## src/rtl/bcd_digit_streamer.sv

```systemverilog
// bcd_digit_streamer
// Accepts a packed BCD word and streams its digits one per output handshake,
// most significant first. Leading zeros can optionally be skipped. Digits above 9
// are passed through unchanged and flagged on out_err.
module bcd_digit_streamer #(
  parameter int DIGIT    = 2,  // number of packed BCD digits, 1..8
  parameter int SUPPRESS = 1   // 1: skip leading zeros, 0: stream every digit
) (
  input  logic               clk,
  input  logic               rst,
  input  logic               in_valid,
  output logic               in_ready,
  input  logic [DIGIT*4-1:0] BCD_code,
  output logic               out_valid,
  input  logic               out_ready,
  output logic [3:0]         out_digit,
  output logic               out_last,
  output logic               out_err
);

  // Digit index width: enough to address DIGIT nibbles, never narrower than 1 bit.
  localparam int IW = (DIGIT > 1) ? $clog2(DIGIT) : 1;

  typedef enum logic {
    IDLE = 1'b0,
    SEND = 1'b1
  } state_t;

  state_t             state_reg;
  state_t             state_next;
  logic [DIGIT*4-1:0] word_reg;
  logic [DIGIT*4-1:0] word_next;
  logic [IW-1:0]      idx_reg;
  logic [IW-1:0]      idx_next;

  // Goes high on the first clock edge after reset is released. in_ready stays low
  // while reset is held and until that first edge.
  logic               started_reg;

  // Per-nibble views of the incoming word and of the captured word.
  logic [3:0]         in_nib  [DIGIT];
  logic [DIGIT-1:0]   in_nz;
  logic [3:0]         cur_nib [DIGIT];

  logic [IW-1:0]      start_idx;
  logic [3:0]         cur_digit;
  logic               accept;
  logic               out_fire;

  genvar gi;
  generate
    for (gi = 0; gi < DIGIT; gi++) begin : g_nib
      assign in_nib[gi]  = BCD_code[gi*4 +: 4];
      assign in_nz[gi]   = |in_nib[gi];
      assign cur_nib[gi] = word_reg[gi*4 +: 4];
    end
  endgenerate

  // Start index for a newly captured word. With suppression this is the highest
  // nonzero nibble (any value other than 0 counts, including values above 9).
  // An all-zero word starts at the LSD, so exactly one 0 is emitted.
  always_comb begin
    start_idx = '0;
    if (SUPPRESS == 0) begin
      start_idx = IW'(DIGIT - 1);
    end else begin
      // Ascending scan: the last hit is the most significant nonzero nibble.
      for (int i = 0; i < DIGIT; i++) begin
        if (in_nz[i]) begin
          start_idx = IW'(i);
        end
      end
    end
  end

  // The nibble currently presented. The index always stays below DIGIT.
  assign cur_digit = cur_nib[idx_reg];

  // State, captured word and digit index. Reset drops straight to IDLE, which
  // aborts any word that is being streamed.
  always_ff @(posedge clk or posedge rst) begin
    if (rst) begin
      state_reg   <= IDLE;
      word_reg    <= '0;
      idx_reg     <= '0;
      started_reg <= 1'b0;
    end else begin
      state_reg   <= state_next;
      word_reg    <= word_next;
      idx_reg     <= idx_next;
      started_reg <= 1'b1;
    end
  end

  // Next-state logic and handshake outputs. The captured word and the index only
  // change on a capture or an output handshake, so a stalled digit stays stable.
  always_comb begin
    state_next = state_reg;
    word_next  = word_reg;
    idx_next   = idx_reg;
    in_ready   = 1'b0;
    out_valid  = 1'b0;
    out_digit  = 4'd0;
    out_last   = 1'b0;
    out_err    = 1'b0;
    accept     = 1'b0;
    out_fire   = 1'b0;

    case (state_reg)
      IDLE: begin
        in_ready = started_reg;
        accept   = in_valid && started_reg;
        if (accept) begin
          word_next  = BCD_code;
          idx_next   = start_idx;
          state_next = SEND;
        end
      end

      SEND: begin
        // in_valid is ignored here; the captured word is held until IDLE.
        out_valid = 1'b1;
        out_digit = cur_digit;
        out_last  = (idx_reg == '0);
        out_err   = (cur_digit > 4'd9);
        out_fire  = out_ready;
        if (out_fire) begin
          if (idx_reg == '0) begin
            // Final digit accepted: back to IDLE, index stays at 0 (no wrap).
            state_next = IDLE;
          end else begin
            idx_next = idx_reg - 1'b1;
          end
        end
      end

      default: begin
        state_next = IDLE;
      end
    endcase
  end

endmodule
```

## config.mk

```make
export PLATFORM = sky130hd
export DESIGN_NAME = bcd_digit_streamer
export DESIGN_NICKNAME = d
export VERILOG_FILES = /design/src/rtl/bcd_digit_streamer.sv
export SDC_FILE = /design/constraint.sdc
export NUM_CORES = 1
export LEC_CHECK = 0
export CAP_MARGIN = 20
export CORE_MARGIN = 2
export CORE_UTILIZATION = 35
export CTS_BUF_LIST = sky130_fd_sc_hd__clkbuf_8
export DETAILED_ROUTE_END_ITERATION = 10
export PLACE_DENSITY = 0.67
export SLEW_MARGIN = 20
export SYNTH_ARGS = -nofsm -noshare
export SYNTH_HDL_FRONTEND = slang
export SYNTH_SLANG_ARGS = --single-unit
```

## constraint.sdc

```tcl
create_clock -name clk -period 1.05 [get_ports clk]
set_input_delay 0.21 -clock clk [delete_from_list [all_inputs] [get_ports clk]]
set_output_delay 0.21 -clock clk [all_outputs]
set_load 0.02 [all_outputs]
```

==> results of run 1 <==
-- worst register-to-register path: stages, from the launching register on --
cell	delay, ns
dfrtp_2	0.42
buf_6	0.12
buf_6	0.11
nand3b_4	0.21
mux2_4	0.33
-- per-layer routing --
metal,track usage [%],vias to the layer above,wire length [um]
met2,24.6,12,638
li1,-,226,-
met5,0,-,0
met4,5.45,0,0
met3,3.67,0,59
met1,22.7,231,599
-- synthesized netlist by cell type --
master / instances
conb_1: 1
dfrtp_1: 11
nor3_1: 1
a2111oi_2: 1
a21bo_2: 1
inv_1: 2
nor4_1: 1
nor2b_1: 1
and2b_2: 1
o21ai_0: 1
nand3b_4: 1
nor2_1: 6
mux2i_1: 5
mux2_4: 8
buf_4: 1
buf_6: 1
-- cells by family (layout without fill, tap and decap cells) --
family,count (synthesis),in the layout,synth area share (%)
AO/OA/AOI/OAI,3,3,5.23
other,1,1,0.653
multiplexers,13,13,29.6
buffers and inverters,4,42,4.58
flip-flops,11,11,47.9
AND/OR/NAND/NOR,11,12,12.0
-- metrics by stage --
step	instances	area, um^2
finish	98	1020
global route	98	1020
CTS	98	1010
detailed placement	92	911
global placement	92	911
floorplan	43	603
-- power by group through the flow --
stage | combinational [mW] | clock, mW | sequential, mW
after CTS | 1.94 | 0.419 | 0.784
after floorplan | 0.966 | 0 | 0.767
final | 1.96 | 0.418 | 0.785
after detailed placement | 1.76 | 0 | 0.778
after global routing | 2.09 | 0.450 | 0.814
after global placement | 1.75 | 0 | 0.768
-- worst min-delay path by stage --
stage	endpoint	slack (ns)	depth (start not counted)
final	started_reg$_DFF_PP0_	0.26	3
after global routing	started_reg$_DFF_PP0_	0.29	3
after CTS	word_reg[5]$_DFFE_PP0P_	0.27	3
after detailed placement	word_reg[4]$_DFFE_PP0P_	0.50	1
after global placement	word_reg[4]$_DFFE_PP0P_	0.50	1
after floorplan	idx_reg$_DFFE_PP0P_	0.06	1
-- repair_timing --
action,CTS,global route
pin swaps,1,0
buffers inserted,1,0
cloned,1,0
setup endpoints to repair,18,18
gates resized for setup,54,3
-- layout make-up --
class | count | area, um^2 | area share, %
repair buffers | 36 | 333 | 32.8
multi-input cells | 29 | 334 | 32.9
flip-flops and latches | 11 | 277 | 27.2
inverters | 2 | 7.51 | 0.739
well taps | 16 | 20.0 | 1.97
clock inverters | 1 | 3.75 | 0.369
clock buffers | 3 | 41.3 | 4.06
==> impl_metrics.py, run 1 <==
metrics = {
    "pwr": {
        "power_leakage_nw": 0.508,
        "pwr-share-seq_pct": 24.9,
        "p_sw_share_pct": 34.8,
        "vdd_drop_max_uv": 1470,
        "p_int_mw": 2.06,
        "netSwitchingPower_mw": 1.10,
        "power.total_mw": 3.16,
        "pwr-share-clk_pct": 13.2,
        "power_density_mw_per_mm2": 3110,
        "comb_power_share_pct": 61.9,
    },
    "worst_setup_path": {
        "slowest_stage": "dfrtp_1",
        "worst-path-max-fanout": 6,
        "critical_path_depth": 3,
        "reg2reg_to": "word_reg[6]$_DFFE_PP0P_",
        "worstPathRequired_ns": 0.84,
        "end_kind": "output pin",
        "path_delay_family": "flip-flops",
        "r2r_slack_ns": -0.25,
        "crit_chain": "buf_6, a2111oi_4, buf_4",
        "endpoint": "out_err",
        "criticalPathCategory": "flop to output pin",
        "max_stage_delay_ns": 0.42,
        "crit_buf_inv": 2,
        "crit_start": "idx_reg$_DFFE_PP0P_",
        "cp.arrival_ns": 1.28,
        "r2r-start": "state_reg$_DFF_PP0_",
        "r2r_cells": 4,
        "start_kind": "flop",
    },
    "route": {
        "antenna_left": 0,
        "wl_per_cell_um": 13.2,
        "drt_pass1_iterations": 4,
        "vias": 469,
        "viasPerCell": 4.79,
        "drc": 0,
        "drtIter0Drc": 7,
        "totalWireLength_um": 1300,
    },
    "floorplan": {
        "ios": 20,
        "rows": 14,
        "core_area_mm2": 0.00152,
        "die_x_um": 44.5,
        "dieArea_mm2": 0.00198,
        "die_y_um": 44.5,
        "initial_core_util_pct": 37.7,
    },
    "clocking": {
        "cts_tree": "built",
        "cts_max_level": 1,
        "cts_root_buf": "clkbuf_8",
        "clkTransAtPathRegs_ns": 0.05,
        "clockBufferDepth": 2,
        "cts_made_buffers": 3,
        "ctsHoldBuffers": 0,
        "clkLatencyLatePin_ns": 0.23,
        "clkSinkCount": 11,
    },
    "finish": {
        "mostFrequentLayoutCell": "buf_4",
        "syn_to_final_growth_pct": 76.9,
        "diodes": 0,
        "final_util_pct": 66.7,
        "fillers": 114,
        "drive_above_1_share_pct": 62.2,
        "largest_register_ffs": 8,
        "nNetsFinal": 95,
        "final_cell_mix": "buf_4 (14), clkdlybuf4s50_1 (11), dfrtp_1 (10), buf_6 (10), mux2_4 (8)",
    },
    "logic_synthesis": {
        "ys_seq_area_share_pct": 47.9,
        "synthTopCellsByArea": "dfrtp_1 (48%), mux2_4 (21%), mux2i_1 (8.7%)",
        "avgSynthCellArea_um2": 13.4,
        "yosys.area.top_type": "dfrtp_1",
        "synth_fp_nets": 55,
        "ys_warn_count": 0,
        "synth.distinct_cells": 16,
        "netlist.area_leader.share_pct": 47.9,
        "syn_area_um2": 574,
        "synth_seq_cells": 11,
        "synth_cells": 43,
    },
    "global_route": {
        "grt_pass1_vias": 532,
        "grt_pass1_wl_um": 2350,
        "grt_max_degree": 12,
        "grt_antenna_before_repair": 0,
        "gr-usage-all-layers_pct": 16.2,
        "gr-total-overflow": 0,
    },
    "timing": {
        "fin_crit_sh_pct": 142,
        "drv_slew": 0,
        "report.final.setup_viol": 17,
        "final.min_clock_period_ns": 1.49,
        "setup-tns-final_ns": -4.77,
        "rsz0062_at_grt": "yes",
        "fin_skew_ns": 0.000550,
        "setup_ws_ns": -0.443,
        "hold_violations": 0,
        "max_freq_ghz": 0.670,
        "holdWs_ns": 0.264,
    },
    "run": {
        "cap_violations": 0,
    },
    "place": {
        "gp_congestion": 0.708,
        "io_buffers": 19,
        "place_ws_ns": -0.667,
        "hpwlAfterDp_um": 933,
    },
    "status": {
        "violations": "negative setup slack",
        "outcome": "finished, violations left",
    },
    "worst_hold_path": {
        "hp-class": "input pin to async pin",
    },
}
Note: power is estimated with default switching activity, not from simulation.
==> run 2: changes to the inputs <==
--- a/config.mk
+++ b/config.mk
@@ -10,7 +10,7 @@
 export CORE_UTILIZATION = 35
 export CTS_BUF_LIST = sky130_fd_sc_hd__clkbuf_8
 export DETAILED_ROUTE_END_ITERATION = 10
-export PLACE_DENSITY = 0.67
+export SETUP_SLACK_MARGIN = 0.15
 export SLEW_MARGIN = 20
 export SYNTH_ARGS = -nofsm -noshare
 export SYNTH_HDL_FRONTEND = slang
==> constraint.sdc (replaced) <==
create_clock -name clk -period 1.92 [get_ports clk]
set_input_delay 0.384 -clock clk [delete_from_list [all_inputs] [get_ports clk]]
set_output_delay 0.384 -clock clk [all_outputs]
set_load 0.02 [all_outputs]
==> run 2 against run 1 <==
Against the previous run: the run now ends clean; worst hold slack gained 0.18 ns; power shrank 58%; sequential share of layout area grew 6.7 points; final area shrank 20%; clock skew grew 0.0021 ns; via count shrank 12%; critical path depth shrank 1; clock-buffer cell count is the same; register-to-register slack gained 0.91 ns; critical endpoint is now out_valid.
==> impl_metrics.py, run 2 (synthesized netlist as in run 1, its figures left out) <==
metrics = {
    "finish": {
        "nNetsFinal": 80,
        "syn_to_final_growth_pct": 41.8,
        "final_util_pct": 53.4,
        "final_cell_mix": "clkdlybuf4s50_1 (12), dfrtp_1 (10), mux2_4 (8)",
        "fin_area_um2": 815,
        "drive_above_1_share_pct": 35.8,
        "diodes": 0,
        "largest_register_ffs": 8,
        "mostFrequentLayoutCell": "clkdlybuf4s50_1",
    },
    "clocking": {
        "clockBufferDepth": 2,
        "cts_root_buf": "clkbuf_8",
        "post_cts_buffers": 0,
        "clkSinkCount": 11,
        "clkLatencyLatePin_ns": 0.24,
        "clkTransAtPathRegs_ns": 0.05,
        "cts_made_buffers": 3,
        "cts_tree": "built",
        "cts_max_level": 1,
    },
    "place": {
        "io_buffers": 19,
        "post_dp_cell_area_um2": 788,
        "gp_congestion": 0.717,
        "hpwlAfterDp_um": 875,
    },
    "worst_setup_path": {
        "worst-path-max-fanout": 4,
        "criticalPathCategory": "flop to output pin",
        "crit_chain": "buf_4, clkdlybuf4s50_1",
        "slowest_stage": "clkdlybuf4s50_1",
        "worstPathRequired_ns": 1.54,
        "cp.arrival_ns": 1.30,
        "start_kind": "flop",
        "end_kind": "output pin",
        "max_stage_delay_ns": 0.59,
    },
    "global_route": {
        "grt_antenna_before_repair": 0,
        "grt_pass1_vias": 419,
        "gr-usage-all-layers_pct": 13.9,
        "grt_pass1_wl_um": 1890,
        "grt_max_degree": 12,
        "gr-total-overflow": 0,
    },
    "timing": {
        "fin_skew_ns": 0.00266,
        "max_freq_ghz": 0.594,
        "setup-tns-final_ns": 0,
        "rsz0062_at_grt": "no",
        "hold_violations": 0,
        "final.min_clock_period_ns": 1.68,
        "report.final.setup_viol": 0,
        "fin_crit_sh_pct": 87.7,
        "drv_slew": 0,
    },
    "route": {
        "wl_per_cell_um": 13.4,
        "viasPerCell": 4.98,
        "drt_pass1_iterations": 3,
        "drtIter0Drc": 2,
        "antenna_left": 0,
        "vias": 413,
        "totalWireLength_um": 1110,
        "drc": 0,
    },
    "status": {
        "outcome": "finished clean",
    },
    "floorplan": {
        "die_y_um": 44.5,
        "dieArea_mm2": 0.00198,
        "core_area_mm2": 0.00152,
        "rows": 14,
        "die_x_um": 44.5,
        "ios": 20,
        "initial_core_util_pct": 37.7,
    },
    "worst_hold_path": {
        "hp-class": "input pin to async pin",
    },
    "pwr": {
        "vdd_drop_max_uv": 844,
        "power_leakage_nw": 0.414,
        "power.total_mw": 1.32,
        "power_density_mw_per_mm2": 1620,
    },
    "run": {
        "cap_violations": 0,
    },
}
==> run 2: cell types whose count changed in the layout (fill, tap and decap cells not counted), sizes merged <==
cell           previous run  this run
clkdlybuf4s50            11        12
nand3b                    2         1
dlygate4sd2               0         3
buf                      25         3
clkbuf                    3         7
==> run 2: final cells by class <==
class / instances / area (um^2)
Multi-Input combinational cell: 28 / 277
Tap cell: 16 / 20.0
Inverter: 2 / 7.51
Fill cell: 147 / 709
Sequential cell: 11 / 277
Timing Repair Buffer: 22 / 189
Clock inverter: 1 / 3.75
Clock buffer: 3 / 41.3
==> run 2: critical path: cells and delay by family, from the launching register on <==
family                 cells  cell delay [ns]
DFF                        1             0.35
buffers and inverters      2             0.72
==> run 2: path summary, 6_finish.rpt <==
check                                   startpoint                 endpoint  slack, ns  depth (start not counted)
max                            state_reg$_DFF_PP0_                out_valid       0.24                          2
min                                            rst  word_reg[6]$_DFFE_PP0P_       0.44                          2
min reg2reg                word_reg[0]$_DFFE_PP0P_  word_reg[0]$_DFFE_PP0P_       0.53                          1
max in group asynchronous                      rst      idx_reg$_DFFE_PP0P_       1.16                          2
min in group clk           word_reg[0]$_DFFE_PP0P_  word_reg[0]$_DFFE_PP0P_       0.53                          1
max reg2reg                    state_reg$_DFF_PP0_  word_reg[5]$_DFFE_PP0P_       0.66                          3
==> run 2: through the flow <==
step / setup slack (ns) / instances / hold slack [ns]
final: 0.235 / 83 / 0.441
after global placement: 0.102 / 79 / 0.501
after detailed placement: 0.0682 / 79 / 0.498
after global routing: 0.176 / 83 / 0.489
after CTS: 0.0882 / 83 / 0.458
after floorplan: 0.334 / 43 / 0.236
==> run 2: timing repair <==
| item | in CTS | in global routing |
|---|---|---|
| setup endpoints to repair | 7 | 5 |
| hold buffers | 0 | 0 |
| gates cloned | 0 | 0 |
| pin swaps | 0 | 0 |
| resized for setup | 8 | 10 |
==> run 2: per-layer routing <==
metal | global-route usage (%) | wire length [um] | up-vias | share of wire, %
met1 | 17.0 | 507 | 200 | 46
met3 | 5.31 | 77 | 2 | 6.9
met2 | 20.9 | 508 | 16 | 46
li1 | - | - | 195 | -
met5 | 0 | 0 | - | 0
met4 | 7.27 | 16 | 0 | 1.4
==> run 2: report_power, final <==
group	internal [mW]	switching [mW]	total (mW)
clock network	0.140	0.0853	0.226
registers	0.344	0.0896	0.434
logic	0.360	0.298	0.658
